==> config.mk <==
export PLATFORM = sky130hd
export DESIGN_NAME = hazard_unit_mc
export DESIGN_NICKNAME = d
export VERILOG_FILES = /design/src/rtl/hazard_unit_mc_pkg.sv /design/src/rtl/hazard_unit_mc_md_timer.sv /design/src/rtl/hazard_unit_mc.sv
export SDC_FILE = /design/constraint.sdc
export NUM_CORES = 1
export LEC_CHECK = 0
export BUFFER_PORTS_ARGS = -buffer_cell sky130_fd_sc_hd__buf_2
export CAP_MARGIN = 10
export CORE_ASPECT_RATIO = 0.8
export CORE_MARGIN = 2
export CORE_UTILIZATION = 47
export DETAILED_ROUTE_END_ITERATION = 16
export GPL_ROUTABILITY_DRIVEN = 0
export HOLD_SLACK_MARGIN = 0.15
export PLACE_DENSITY_LB_ADDON = 0.1
export SYNTH_ARGS = -nofsm -noshare
export SYNTH_HDL_FRONTEND = slang
export SYNTH_SLANG_ARGS = --single-unit
==> constraint.sdc <==
create_clock -name clk -period 3.9 [get_ports clk]
set_input_delay 0.195 -clock clk [delete_from_list [all_inputs] [get_ports clk]]
set_output_delay 0.195 -clock clk [all_outputs]
set_load 0.005 [all_outputs]
==> src/rtl/hazard_unit_mc_pkg.sv <==
// Shared encodings for the multi-cycle hazard/forwarding controller.
package hazard_unit_mc_pkg;

  // EX operand source select
  typedef enum logic [1:0] {
    FWD_RF  = 2'b00,
    FWD_WB  = 2'b01,
    FWD_MEM = 2'b10
  } fwd_sel_e;

  // mul/div sequencer state
  typedef enum logic {
    MD_IDLE = 1'b0,
    MD_BUSY = 1'b1
  } md_state_e;

endpackage

==> src/rtl/hazard_unit_mc_md_timer.sv <==
// Mul/div occupancy tracker: counts the busy window after an issue, frozen on memory wait.
module hazard_unit_mc_md_timer
  import hazard_unit_mc_pkg::*;
#(
  parameter int MD_LAT = 4
) (
  input  logic clk,
  input  logic reset_n,
  input  logic start,
  input  logic freeze,
  output logic md_busy,
  output logic md_done
);

  // The issue cycle itself is not stalled, so the busy window is MD_LAT-1
  // cycles; cnt holds the number of busy cycles still to come after this one.
  localparam int CW = (MD_LAT > 2) ? $clog2(MD_LAT) : 1;

  md_state_e       state_q, state_d;
  logic [CW-1:0]   cnt_q, cnt_d;

  // Next-state: load on issue, count down per unfrozen busy cycle, leave on zero.
  always_comb begin
    state_d = state_q;
    cnt_d   = cnt_q;
    if (!freeze) begin
      case (state_q)
        MD_IDLE: if (start) begin
          state_d = MD_BUSY;
          cnt_d   = CW'(MD_LAT - 2);
        end
        MD_BUSY: if (cnt_q == '0) state_d = MD_IDLE;
                 else             cnt_d   = cnt_q - CW'(1);
        default: state_d = MD_IDLE;
      endcase
    end
  end

  // State and counter registers; reset abandons any in-flight operation.
  always_ff @(posedge clk or negedge reset_n) begin
    if (!reset_n) begin
      state_q <= MD_IDLE;
      cnt_q   <= '0;
    end else begin
      state_q <= state_d;
      cnt_q   <= cnt_d;
    end
  end

  assign md_busy = (state_q == MD_BUSY);
  assign md_done = (state_q == MD_BUSY) && (cnt_q == '0);

endmodule

==> src/rtl/hazard_unit_mc.sv <==
// Hazard/forwarding controller with mul/div stall, dmem wait, timeout flag and stall statistics.
module hazard_unit_mc
  import hazard_unit_mc_pkg::*;
#(
  parameter int REG_AW = 5,
  parameter int MD_LAT = 4,
  parameter int MEM_TO = 16,
  parameter int CNT_W  = 16
) (
  input  logic              clk,
  input  logic              reset_n,
  input  logic [REG_AW-1:0] rs_id,
  input  logic [REG_AW-1:0] rt_id,
  input  logic [REG_AW-1:0] rs_ex,
  input  logic [REG_AW-1:0] rt_ex,
  input  logic [REG_AW-1:0] wreg_ex,
  input  logic [REG_AW-1:0] wreg_mem,
  input  logic [REG_AW-1:0] wreg_wb,
  input  logic              regwrite_ex,
  input  logic              regwrite_mem,
  input  logic              regwrite_wb,
  input  logic              memtoreg_ex,
  input  logic              memtoreg_mem,
  input  logic              branch_id,
  input  logic              md_start_ex,
  input  logic              dmem_req,
  input  logic              dmem_ready,
  input  logic              clr_stats,
  output logic [1:0]        fwd_a_ex,
  output logic [1:0]        fwd_b_ex,
  output logic              fwd_a_id,
  output logic              fwd_b_id,
  output logic              stall_if,
  output logic              stall_id,
  output logic              stall_ex,
  output logic              stall_mem,
  output logic              flush_ex,
  output logic              flush_mem,
  output logic              flush_wb,
  output logic              md_busy,
  output logic              md_done,
  output logic              mem_timeout,
  output logic [CNT_W-1:0]  stall_count
);

  localparam int WAIT_W = $clog2(MEM_TO + 1);

  function automatic logic match(input logic [REG_AW-1:0] x, r, input logic w);
    return w && (r != '0) && (r == x);
  endfunction

  logic memwait, lwstall, brstall;
  logic [WAIT_W-1:0] wait_q, wait_d;
  logic              timeout_q, timeout_d;
  logic [CNT_W-1:0]  scnt_q, scnt_d;

  assign memwait = dmem_req && !dmem_ready;

  hazard_unit_mc_md_timer #(.MD_LAT(MD_LAT)) u_md (
    .clk     (clk),
    .reset_n (reset_n),
    .start   (md_start_ex),
    .freeze  (memwait),
    .md_busy (md_busy),
    .md_done (md_done)
  );

  // Operand forwarding: MEM result is younger than WB, so it wins.
  always_comb begin
    fwd_a_ex = FWD_RF;
    fwd_b_ex = FWD_RF;
    if (match(rs_ex, wreg_mem, regwrite_mem))     fwd_a_ex = FWD_MEM;
    else if (match(rs_ex, wreg_wb, regwrite_wb))  fwd_a_ex = FWD_WB;
    if (match(rt_ex, wreg_mem, regwrite_mem))     fwd_b_ex = FWD_MEM;
    else if (match(rt_ex, wreg_wb, regwrite_wb))  fwd_b_ex = FWD_WB;
    fwd_a_id = match(rs_id, wreg_mem, regwrite_mem);
    fwd_b_id = match(rt_id, wreg_mem, regwrite_mem);
  end

  // Stall/flush arbitration: memory wait freezes everything, mul/div holds up to EX,
  // load-use and branch hazards only hold the front end.
  always_comb begin
    lwstall = memtoreg_ex && (wreg_ex != '0) && ((wreg_ex == rs_id) || (wreg_ex == rt_id));
    brstall = branch_id &&
              (match(rs_id, wreg_ex, regwrite_ex) || match(rt_id, wreg_ex, regwrite_ex) ||
               (memtoreg_mem && (match(rs_id, wreg_mem, regwrite_mem) ||
                                 match(rt_id, wreg_mem, regwrite_mem))));
    stall_if  = 1'b0;
    stall_id  = 1'b0;
    stall_ex  = 1'b0;
    stall_mem = 1'b0;
    flush_ex  = 1'b0;
    flush_mem = 1'b0;
    flush_wb  = 1'b0;
    if (memwait) begin
      {stall_if, stall_id, stall_ex, stall_mem, flush_wb} = '1;
    end else if (md_busy) begin
      {stall_if, stall_id, stall_ex, flush_mem} = '1;
    end else if (lwstall || brstall) begin
      {stall_if, stall_id, flush_ex} = '1;
    end
  end

  // Wait length, sticky timeout and saturating stall counter; clear beats update.
  always_comb begin
    wait_d    = '0;
    timeout_d = timeout_q;
    scnt_d    = scnt_q;
    if (memwait) begin
      wait_d = (wait_q == WAIT_W'(MEM_TO)) ? wait_q : wait_q + WAIT_W'(1);
      if (wait_q >= WAIT_W'(MEM_TO - 1)) timeout_d = 1'b1;
    end
    if (stall_if && (scnt_q != '1)) scnt_d = scnt_q + CNT_W'(1);
    if (clr_stats) begin
      timeout_d = 1'b0;
      scnt_d    = '0;
    end
  end

  // Statistics registers.
  always_ff @(posedge clk or negedge reset_n) begin
    if (!reset_n) begin
      wait_q    <= '0;
      timeout_q <= 1'b0;
      scnt_q    <= '0;
    end else begin
      wait_q    <= wait_d;
      timeout_q <= timeout_d;
      scnt_q    <= scnt_d;
    end
  end

  assign mem_timeout = timeout_q;
  assign stall_count = scnt_q;

endmodule

==> results of run 1 <==
==> per-stage QoR <==
stage          worst slack (ns)  hold slack [ns]  util [%]  cells
3_3_place_gp               1.34            0.223      57.6    348
6_report                   1.47            0.205      59.0    353
4_1_cts                    1.52            0.199      59.0    353
3_5_place_dp               1.31            0.222      57.6    348
5_1_grt                    1.30            0.222      59.0    353
2_1_floorplan              1.72           -0.101         -    226
==> sequential cells by signal, indices dropped and copies added (netlist names) <==
name          cells
stall_count      16
wait_q            5
u_md.cnt_q        2
mem_timeout       1
u_md.md_busy      1
==> worst paths after layout <==
kind	start	endpoint
worst max-delay path	stall_count[0]	stall_count[2]
worst min-delay path	md_start_ex	u_md.md_busy
worst min register to register	u_md.cnt_q[0]	u_md.cnt_q[0]
max in group asynchronous	reset_n	stall_count[6]
min in group asynchronous	reset_n	stall_count[12]
worst max register to register	stall_count[0]	stall_count[2]
==> layout make-up <==
| type | count | area [sq um] | area share [%] |
|---|---|---|---|
| clock buffer | 3 | 41.3 | 1.69 |
| multi-input combinational | 175 | 1250 | 50.9 |
| tap | 57 | 71.3 | 2.91 |
| inverter | 11 | 41.3 | 1.69 |
| clock inverter | 1 | 7.51 | 0.307 |
| sequential | 25 | 626 | 25.5 |
| timing repair buffer | 81 | 415 | 17.0 |
==> power groups by stage <==
stage	clock network (uW)	logic (uW)	registers [uW]
2_1_floorplan	0	172	310
5_1_grt	174	285	316
6_report	159	250	310
4_1_cts	165	252	310
3_3_place_gp	0	247	315
3_5_place_dp	0	250	315
==> per-layer routing <==
layer,share of wire (%),vias to the layer above,routed length [um],global-route usage [%]
li1,-,943,-,-
met1,50,866,2250,27.4
met2,44,44,2000,30.7
met3,4.8,4,217,3.32
met5,0,-,0,0
met4,1.0,0,45,4.91
==> cell families after synthesis <==
logic type | Yosys count | synth area share (%)
AO/OA/AOI/OAI | 38 | 13.0
AND/OR/NAND/NOR | 83 | 23.5
multiplexers | 6 | 3.81
flip-flops | 25 | 31.2
buffers and inverters | 26 | 6.56
adder cells (fa/ha/maj) | 5 | 3.12
XOR/XNOR | 43 | 18.8
==> critical path, cell delays in order (launching register included) <==
cell     delay, ns
dfrtp_1       0.46
ha_1          0.25
and4_1        0.34
nand2_1       0.08
nor2_1        0.40
buf_4         0.30
inv_1         0.08
nand3_1       0.09
mux2_1        0.31
==> placed cells by master (no fill, tap or decap), types with 2 or more instances in the layout <==
| master | netlist | routed |
|---|---|---|
| and4_1 | 2 | 2 |
| nor2_1 | 15 | 15 |
| nand2b_1 | 2 | 2 |
| and3_1 | 4 | 4 |
| nor4b_1 | 3 | 3 |
| inv_1 | 10 | 10 |
| nand2_1 | 7 | 7 |
| a21oi_1 | 17 | 17 |
| o31ai_1 | 9 | 9 |
| o41ai_1 | 2 | 2 |
| clkbuf_8 | 0 | 3 |
| o21ai_1 | 2 | 2 |
| buf_4 | 2 | 2 |
| nand4_1 | 2 | 2 |
| mux2_4 | 3 | 3 |
| dfrtp_1 | 25 | 25 |
| o21ai_0 | 3 | 3 |
| nor2b_1 | 4 | 4 |
| nand3_1 | 17 | 17 |
| xnor2_1 | 16 | 16 |
| nor3_1 | 5 | 5 |
| ha_1 | 5 | 5 |
| nor4_1 | 5 | 5 |
| mux2i_1 | 2 | 2 |
| xor2_1 | 27 | 27 |
| buf_2 | 3 | 78 |
| or4_1 | 13 | 13 |
==> flow_summary.ini, run 1 <==
[finish]
nets = 349
fillers = 418
n_antenna_cell = 0
syn_to_final_growth_pct = 22.2
drive_gt1_share_pct = 31.4
final_area_sq_um = 2450

[clocking]
post_cts_buffers = 0
ctsLongestPathBuffers = 2
cts_buffers = 3
cts_sinks = 25
clock_latency_ns = 0.27
hold_buffers = 1
cts_root_buf = clkbuf_8
cts.clk_slew.worst_paths_ns = 0.09
postCtsResizedCells = 0
htreeDepth = 1
cts_tree = built

[synth]
synth_ff_type = dfrtp_1
syn_inst = 226
synthArstFlopShare_pct = 100
synth_edf_count = 0
avgSynthCellArea_sq_um = 8.86
yosysTopAreaCell = dfrtp_1
syn_nets = 278
yosys.area.top_type_share_pct = 31.2
yosysMostFrequentCell = xor2_1
seq_area_frac_synth_pct = 31.2
ys_ff_latch = 25
synthTopCellsByArea = dfrtp_1, xor2_1, xnor2_1
ys_warn_count = 0
synth_common_cells = xor2_1, dfrtp_1, a21oi_1, nand3_1, xnor2_1
synthDistinctLibCells = 40
syn_area_sq_um = 2000

[place]
dp_hpwl_um = 3580
portBuffers = 78
dpl_cell_area_sq_um = 2390

[sta]
rsz0062_at_grt = false
slew_violations = 0
tightestPinTransition_ns = 0.941
timing.fmax_mhz = 412
setup-violations-final = 0
slew_headroom_pct = 36.4
final.period_utilization_pct = 62.2
period_needed_ns = 2.43
tns_ns = 0
finalHoldViolCount = 0
finalClockSkew_ns = 0.00141

[drt]
vias_per_cell = 5.26
post-route-drc-count = 0
firstDrtPassIters = 4
drtIter0Drc = 94
wirelength_um = 4520
via_count = 1857
wire_per_inst_um = 12.8
ant_nets = 0

[pwr]
p_seq_share_pct = 43.1
internal_power_uw = 470
p_sw_share_pct = 34.6
power_switching_uw = 249
combinationalPowerShare_pct = 34.8
vdd.ir_drop.worst_mv = 0.145
powerDensity_nw_per_um2 = 294
power.leakage_uw = 0.00114
finalPower_uw = 719
power_frac_clock_pct = 22.1

[global_routing]
antenna_found_initial = 0
grt_pass1_vias = 1709
grt_pass1_wl_um = 7720
grt_usage_pct = 19.3
grt_max_degree = 26
overflow = 0

[hold_path]
hold-path-cell-count = 3
holdCritPathClass = in2reg

[worst_setup_path]
cp-start-kind = flop
r2r.worst_path.cells = 8
end_kind = flop
cp.required_ns = 4.06
worstPathMaxFanout = 17
arrival_ns = 2.59
r2r_setup_slack_ns = 1.47
critical_path_class = reg2reg

[run]
max_cap_violations = 0

[die]
chipHeight_um = 62.4
core_area_sq_um = 4150
io_pins = 79
rows = 21
dieWidth_um = 77.0
start_util_pct = 48.3
die-area_sq_um = 4800

[status]
outcome = finished, final reports clean
Power figures use the tool's default switching activity.
==> inputs of run 2 (changes only) <==
--- a/config.mk
+++ b/config.mk
@@ -9,7 +9,7 @@
 export CAP_MARGIN = 10
 export CORE_ASPECT_RATIO = 0.8
 export CORE_MARGIN = 2
-export CORE_UTILIZATION = 47
+export CORE_UTILIZATION = 44
 export DETAILED_ROUTE_END_ITERATION = 16
 export GPL_ROUTABILITY_DRIVEN = 0
 export HOLD_SLACK_MARGIN = 0.15
==> constraint.sdc (replaced) <==
create_clock -name clk -period 1.9 [get_ports clk]
set_input_delay 0.095 -clock clk [delete_from_list [all_inputs] [get_ports clk]]
set_output_delay 0.095 -clock clk [all_outputs]
set_load 0.005 [all_outputs]
==> run 2 against run 1 <==
  * Critical path depth up 1
  * Power up 140%
  * Core utilization up 10 points
  * First-iteration DRC count down 1.1%
  * Highest routed layer unchanged
  * Combinational power rose to 3.1 times the previous value
==> flow_summary.ini, run 2 (synthesis gave the netlist of run 1 again) <==
[worst_setup_path]
r2r_start = stall_count[7]
crit_end = stall_if
crit_path_top_delay_cell = or4_4
r2r.worst_path.cells = 7
timing.rr.end = stall_count[13]
arrival_ns = 1.76
cp.required_ns = 1.80
path_common_cell = buf_6
r2r_setup_slack_ns = 0.07
path_cells = buf_6, or4_4, o21ai_4, nor2_4, a211oi_4, buf_6, inv_4, buf_6, buf_6
critical_path_class = in2out
end_kind = output pin
startpoint = wreg_mem[4]
worstPathMaxFanout = 6
max_stage_delay_ns = 0.54
cp-start-kind = primary input

[pwr]
finalPower_uw = 1690
powerDensity_nw_per_um2 = 569
p_seq_share_pct = 36.1
vdd.ir_drop.worst_mv = 0.283
p_sw_share_pct = 33.5
power_switching_uw = 566
power_frac_clock_pct = 18.8
power.leakage_uw = 0.00140
internal_power_uw = 1120
combinationalPowerShare_pct = 45.1

[die]
die-area_sq_um = 5110
chipHeight_um = 64.4
dieWidth_um = 79.4
core_area_sq_um = 4280
io_pins = 79
start_util_pct = 46.8
rows = 21

[global_routing]
grt_max_degree = 26
grt_usage_pct = 21.0
grt_pass1_wl_um = 8620
grt_pass1_vias = 1901
antenna_found_initial = 0
overflow = 0

[place]
dp_hpwl_um = 4320
portBuffers = 78

[sta]
finalHoldViolCount = 0
slew_violations = 0
tightestPinTransition_ns = 0.563
period_needed_ns = 1.85
finalClockSkew_ns = 0.00580
rsz0062_at_grt = true
timing.fmax_mhz = 540
setup-violations-final = 0
tns_ns = 0
slew_headroom_pct = 62.4
final.period_utilization_pct = 97.4

[clocking]
clock_latency_ns = 0.27
cts_tree = built
htreeDepth = 1
cts_root_buf = clkbuf_8
ctsLongestPathBuffers = 2
cts_sinks = 25
cts.clk_slew.worst_paths_ns = 0.09
cts_buffers = 3

[drt]
firstDrtPassIters = 4
highest_layer = met4
via_count = 2093
ant_nets = 0
wirelength_um = 5400
dr_wl_met2_um = 2610
met3_length_um = 235
wl_met1_um = 2490
drtIter0Drc = 93
vias_per_cell = 5.23
wire_per_inst_um = 13.5
post-route-drc-count = 0

[finish]
fillers = 360
n_antenna_cell = 0
syn_to_final_growth_pct = 48.2
drive_gt1_share_pct = 45.2
nets = 396
largest_reg_flops = 16
layout.cells.most_common = buf_2
layout_common_cells = buf_2, buf_4, xor2_1

[hold_path]
hold-path-cell-count = 2
holdCritPathClass = in2reg

[status]
outcome = finished, final reports clean

[run]
max_cap_violations = 0
run 2: routing by layer:
metal,up-vias,track usage [%]
li1,1038,-
met1,991,30.7
met2,60,32.0
met3,4,3.25
met4,0,5.39
met5,-,0
run 2: power groups by stage:
| stage | combinational (uW) | sequential [uW] | clock (uW) |
|---|---|---|---|
| 2_1_floorplan | 371 | 636 | 0 |
| 3_3_place_gp | 664 | 619 | 0 |
| 3_5_place_dp | 679 | 620 | 0 |
| 4_1_cts | 693 | 610 | 327 |
| 5_1_grt | 846 | 616 | 352 |
| 6_report | 763 | 610 | 318 |
run 2: area by class of cell:
type / count / area [sq um] / share of cell area (%)
inverters: 11 / 43.8 / 1.47
well taps: 57 / 71.3 / 2.40
clock buffers: 3 / 41.3 / 1.39
repair buffers: 128 / 840 / 28.3
multi-input cells: 175 / 1340 / 45.1
clock inverters: 1 / 7.51 / 0.253
flip-flops and latches: 25 / 626 / 21.1
run 2: what timing repair did:
item / in CTS / in global routing
endpoints found under the setup margin: 4 / 14
hold endpoints to repair: 26 / 0
hold buffers: 2 / 0
setup buffers: 0 / 4
pin swaps: 0 / 14
gates resized for setup: 3 / 26
run 2: how the worst min path moves through the flow:
stage	startpoint	endpoint	slack (ns)
floorplan	reset_n	mem_timeout	-0.20
global placement	reset_n	stall_count[13]	0.12
detailed placement	reset_n	stall_count[13]	0.12
CTS	clr_stats	mem_timeout	0.23
global route	clr_stats	stall_count[12]	0.28
finish	clr_stats	mem_timeout	0.26
run 2: critical path, delay by kind of cell:
kind                   cells  cell delay, ns
buffers and inverters      5            0.53
and+or+nand+nor            2            0.61
AOI/OAI and AO/OA          2            0.51
run 2: metrics by stage:
step,utilization [%],cells,instance area (sq um),setup WS [ns],hold WS (ns)
floorplan,-,226,2060,-0.115,-0.201
global placement,64.1,390,2740,-0.128,0.123
detailed placement,64.1,390,2740,-0.179,0.118
CTS,66.1,396,2830,0.0124,0.229
global route,69.3,400,2970,-0.0183,0.276
finish,69.3,400,2970,0.0488,0.260
==> inputs of run 3 (changes only) <==
--- a/config.mk
+++ b/config.mk
@@ -14,6 +14,7 @@
 export GPL_ROUTABILITY_DRIVEN = 0
 export HOLD_SLACK_MARGIN = 0.15
 export PLACE_DENSITY_LB_ADDON = 0.1
+export SETUP_SLACK_MARGIN = 0.05
 export SYNTH_ARGS = -nofsm -noshare
 export SYNTH_HDL_FRONTEND = slang
 export SYNTH_SLANG_ARGS = --single-unit
==> run 3 against run 2 <==
  * Maximum frequency is 2.3% higher
  * Combinational power is 5.8% lower
  * Routed wire length is 2.6% lower
  * Power is 2.2% lower
  * Global-route usage is 0.62 points lower
  * Highest routed layer unchanged
  * Count of clock-buffer cells in the layout stayed put
  * Worst hold slack better by 0.0035 ns
  * Critical path depth stayed put
  * Clock skew is 0.0026 ns lower
  * Via count is 2.4% lower
  * Clock power hardly changed
  * Sequential power is 1% higher
  * Largest power group unchanged
==> flow_summary.ini, run 3 (synthesis gave the netlist of run 1 again) <==
[worst_setup_path]
critical_path_class = in2out
arrival_ns = 1.72
r2r.worst_path.cells = 7
r2r_setup_slack_ns = 0.12
crit_end = stall_id
worstPathMaxFanout = 5
cp-start-kind = primary input
end_kind = output pin
startpoint = wreg_mem[0]
timing.rr.end = stall_count[7]
r2r_start = stall_count[7]
cp.required_ns = 1.80

[finish]
syn_to_final_growth_pct = 49.3
utilization_pct = 69.9
instances_no_fill = 397
layout_common_cells = buf_2, buf_4, xor2_1
n_antenna_cell = 0
drive_gt1_share_pct = 46.2
largest_reg_flops = 16
final_area_sq_um = 2990
fillers = 359
nets = 393
layout.cells.most_common = buf_2

[drt]
post-route-drc-count = 0
wirelength_um = 5260
via_count = 2043
ant_nets = 0
wire_per_inst_um = 13.2
firstDrtPassIters = 4
drtIter0Drc = 80
vias_per_cell = 5.15

[global_routing]
grt-busiest-layer = met2
antenna_found_initial = 0
grt_pass1_wl_um = 8380
met3_usage_pct = 3.67
grt_max_degree = 26
gr-usage-met1_pct = 29.0
grt_usage_pct = 20.3
overflow = 0
use_met2_pct = 32.2
grt_pass1_vias = 1917

[die]
rows = 21
die-area_sq_um = 5110
dieWidth_um = 79.4
core_area_sq_um = 4280
chipHeight_um = 64.4
start_util_pct = 46.8
io_pins = 79

[sta]
finalHoldViolCount = 0
slew_headroom_pct = 62.9
slew_violations = 0
holdWs_ns = 0.264
finalWorstSetupSlack_ns = 0.0899
rsz0062_at_grt = true
final.period_utilization_pct = 95.3
period_needed_ns = 1.81
setup-violations-final = 0
tightestPinTransition_ns = 0.556
finalClockSkew_ns = 0.00319
timing.fmax_mhz = 552

[clocking]
cts_tree = built
ctsLongestPathBuffers = 2
cts.clk_slew.worst_paths_ns = 0.08
htreeDepth = 1
cts_buffers = 3
clock_latency_ns = 0.27
cts_sinks = 25
cts_root_buf = clkbuf_8

[place]
place_inst = 383
dpl_cell_area_sq_um = 2700
portBuffers = 78
place_ws_ns = -0.227
dp_hpwl_um = 4050

[status]
outcome = finished, final reports clean

[pwr]
vdd.ir_drop.worst_mv = 0.435
powerDensity_nw_per_um2 = 553
power.leakage_uw = 0.00138

[hold_path]
holdCritPathClass = in2reg
hp-start = clr_stats

[run]
max_cap_violations = 0
[run 3: cell count changes in the layout (fill, tap and decap cells not counted), sizes merged]
| cell | before | now |
|---|---|---|
| buf | 126 | 123 |
[run 3: area by class of cell]
type / count / area (sq um) / share of cell area, %
tap: 57 / 71.3 / 2.38
sequential: 25 / 626 / 20.9
clock inverter: 1 / 7.51 / 0.251
inverter: 11 / 43.8 / 1.46
clock buffer: 3 / 41.3 / 1.38
timing repair buffer: 125 / 798 / 26.7
multi-input combinational: 175 / 1400 / 46.9
[run 3: through the flow]
stage / total power, uW / setup TNS [ns]
global route: 1780 / 0
floorplan: 1010 / -0.364
finish: 1650 / 0
detailed placement: 1260 / -2.52
CTS: 1610 / 0
global placement: 1250 / -1.65
[run 3: metal layers]
metal	share of wire [%]	vias to the layer above
met5	0	-
met4	0.78	0
met3	4.2	4
met2	48	50
met1	47	961
li1	-	1028
[run 3: worst min path at each step]
stage                 endpoint  slack, ns  cells after the start
6_report           mem_timeout       0.26                      2
4_1_cts            mem_timeout       0.25                      2
3_3_place_gp   stall_count[13]       0.12                      1
5_1_grt            mem_timeout       0.28                      2
3_5_place_dp   stall_count[12]       0.12                      1
2_1_floorplan      mem_timeout      -0.20                      0
[run 3: power breakdown]
group | switching, uW | internal, uW | total (uW) | leakage (uW)
Sequential | 38.3 | 581 | 619 | 0.000338
Combinational | 350 | 369 | 719 | 0.00102
Clock | 167 | 149 | 316 | 0.0000217
Total | 556 | 1100 | 1650 | 0.00138
[run 3: worst max-delay path: stages]
cell and delay, ns:
buf_6 0.09, or4_4 0.54, o21ai_4 0.17, nor2_4 0.07, a211oi_4 0.32, buf_6 0.18
inv_4 0.04, buf_6 0.11, buf_6 0.11
[run 3: repair_timing]
action / in CTS / in global routing
cloned: 0 / 1
setup endpoints to repair: 12 / 16
resized for setup: 8 / 24
pin swaps: 0 / 13
setup buffers: 1 / 6
endpoints found under the hold margin: 26 / 0
hold buffers: 2 / 0
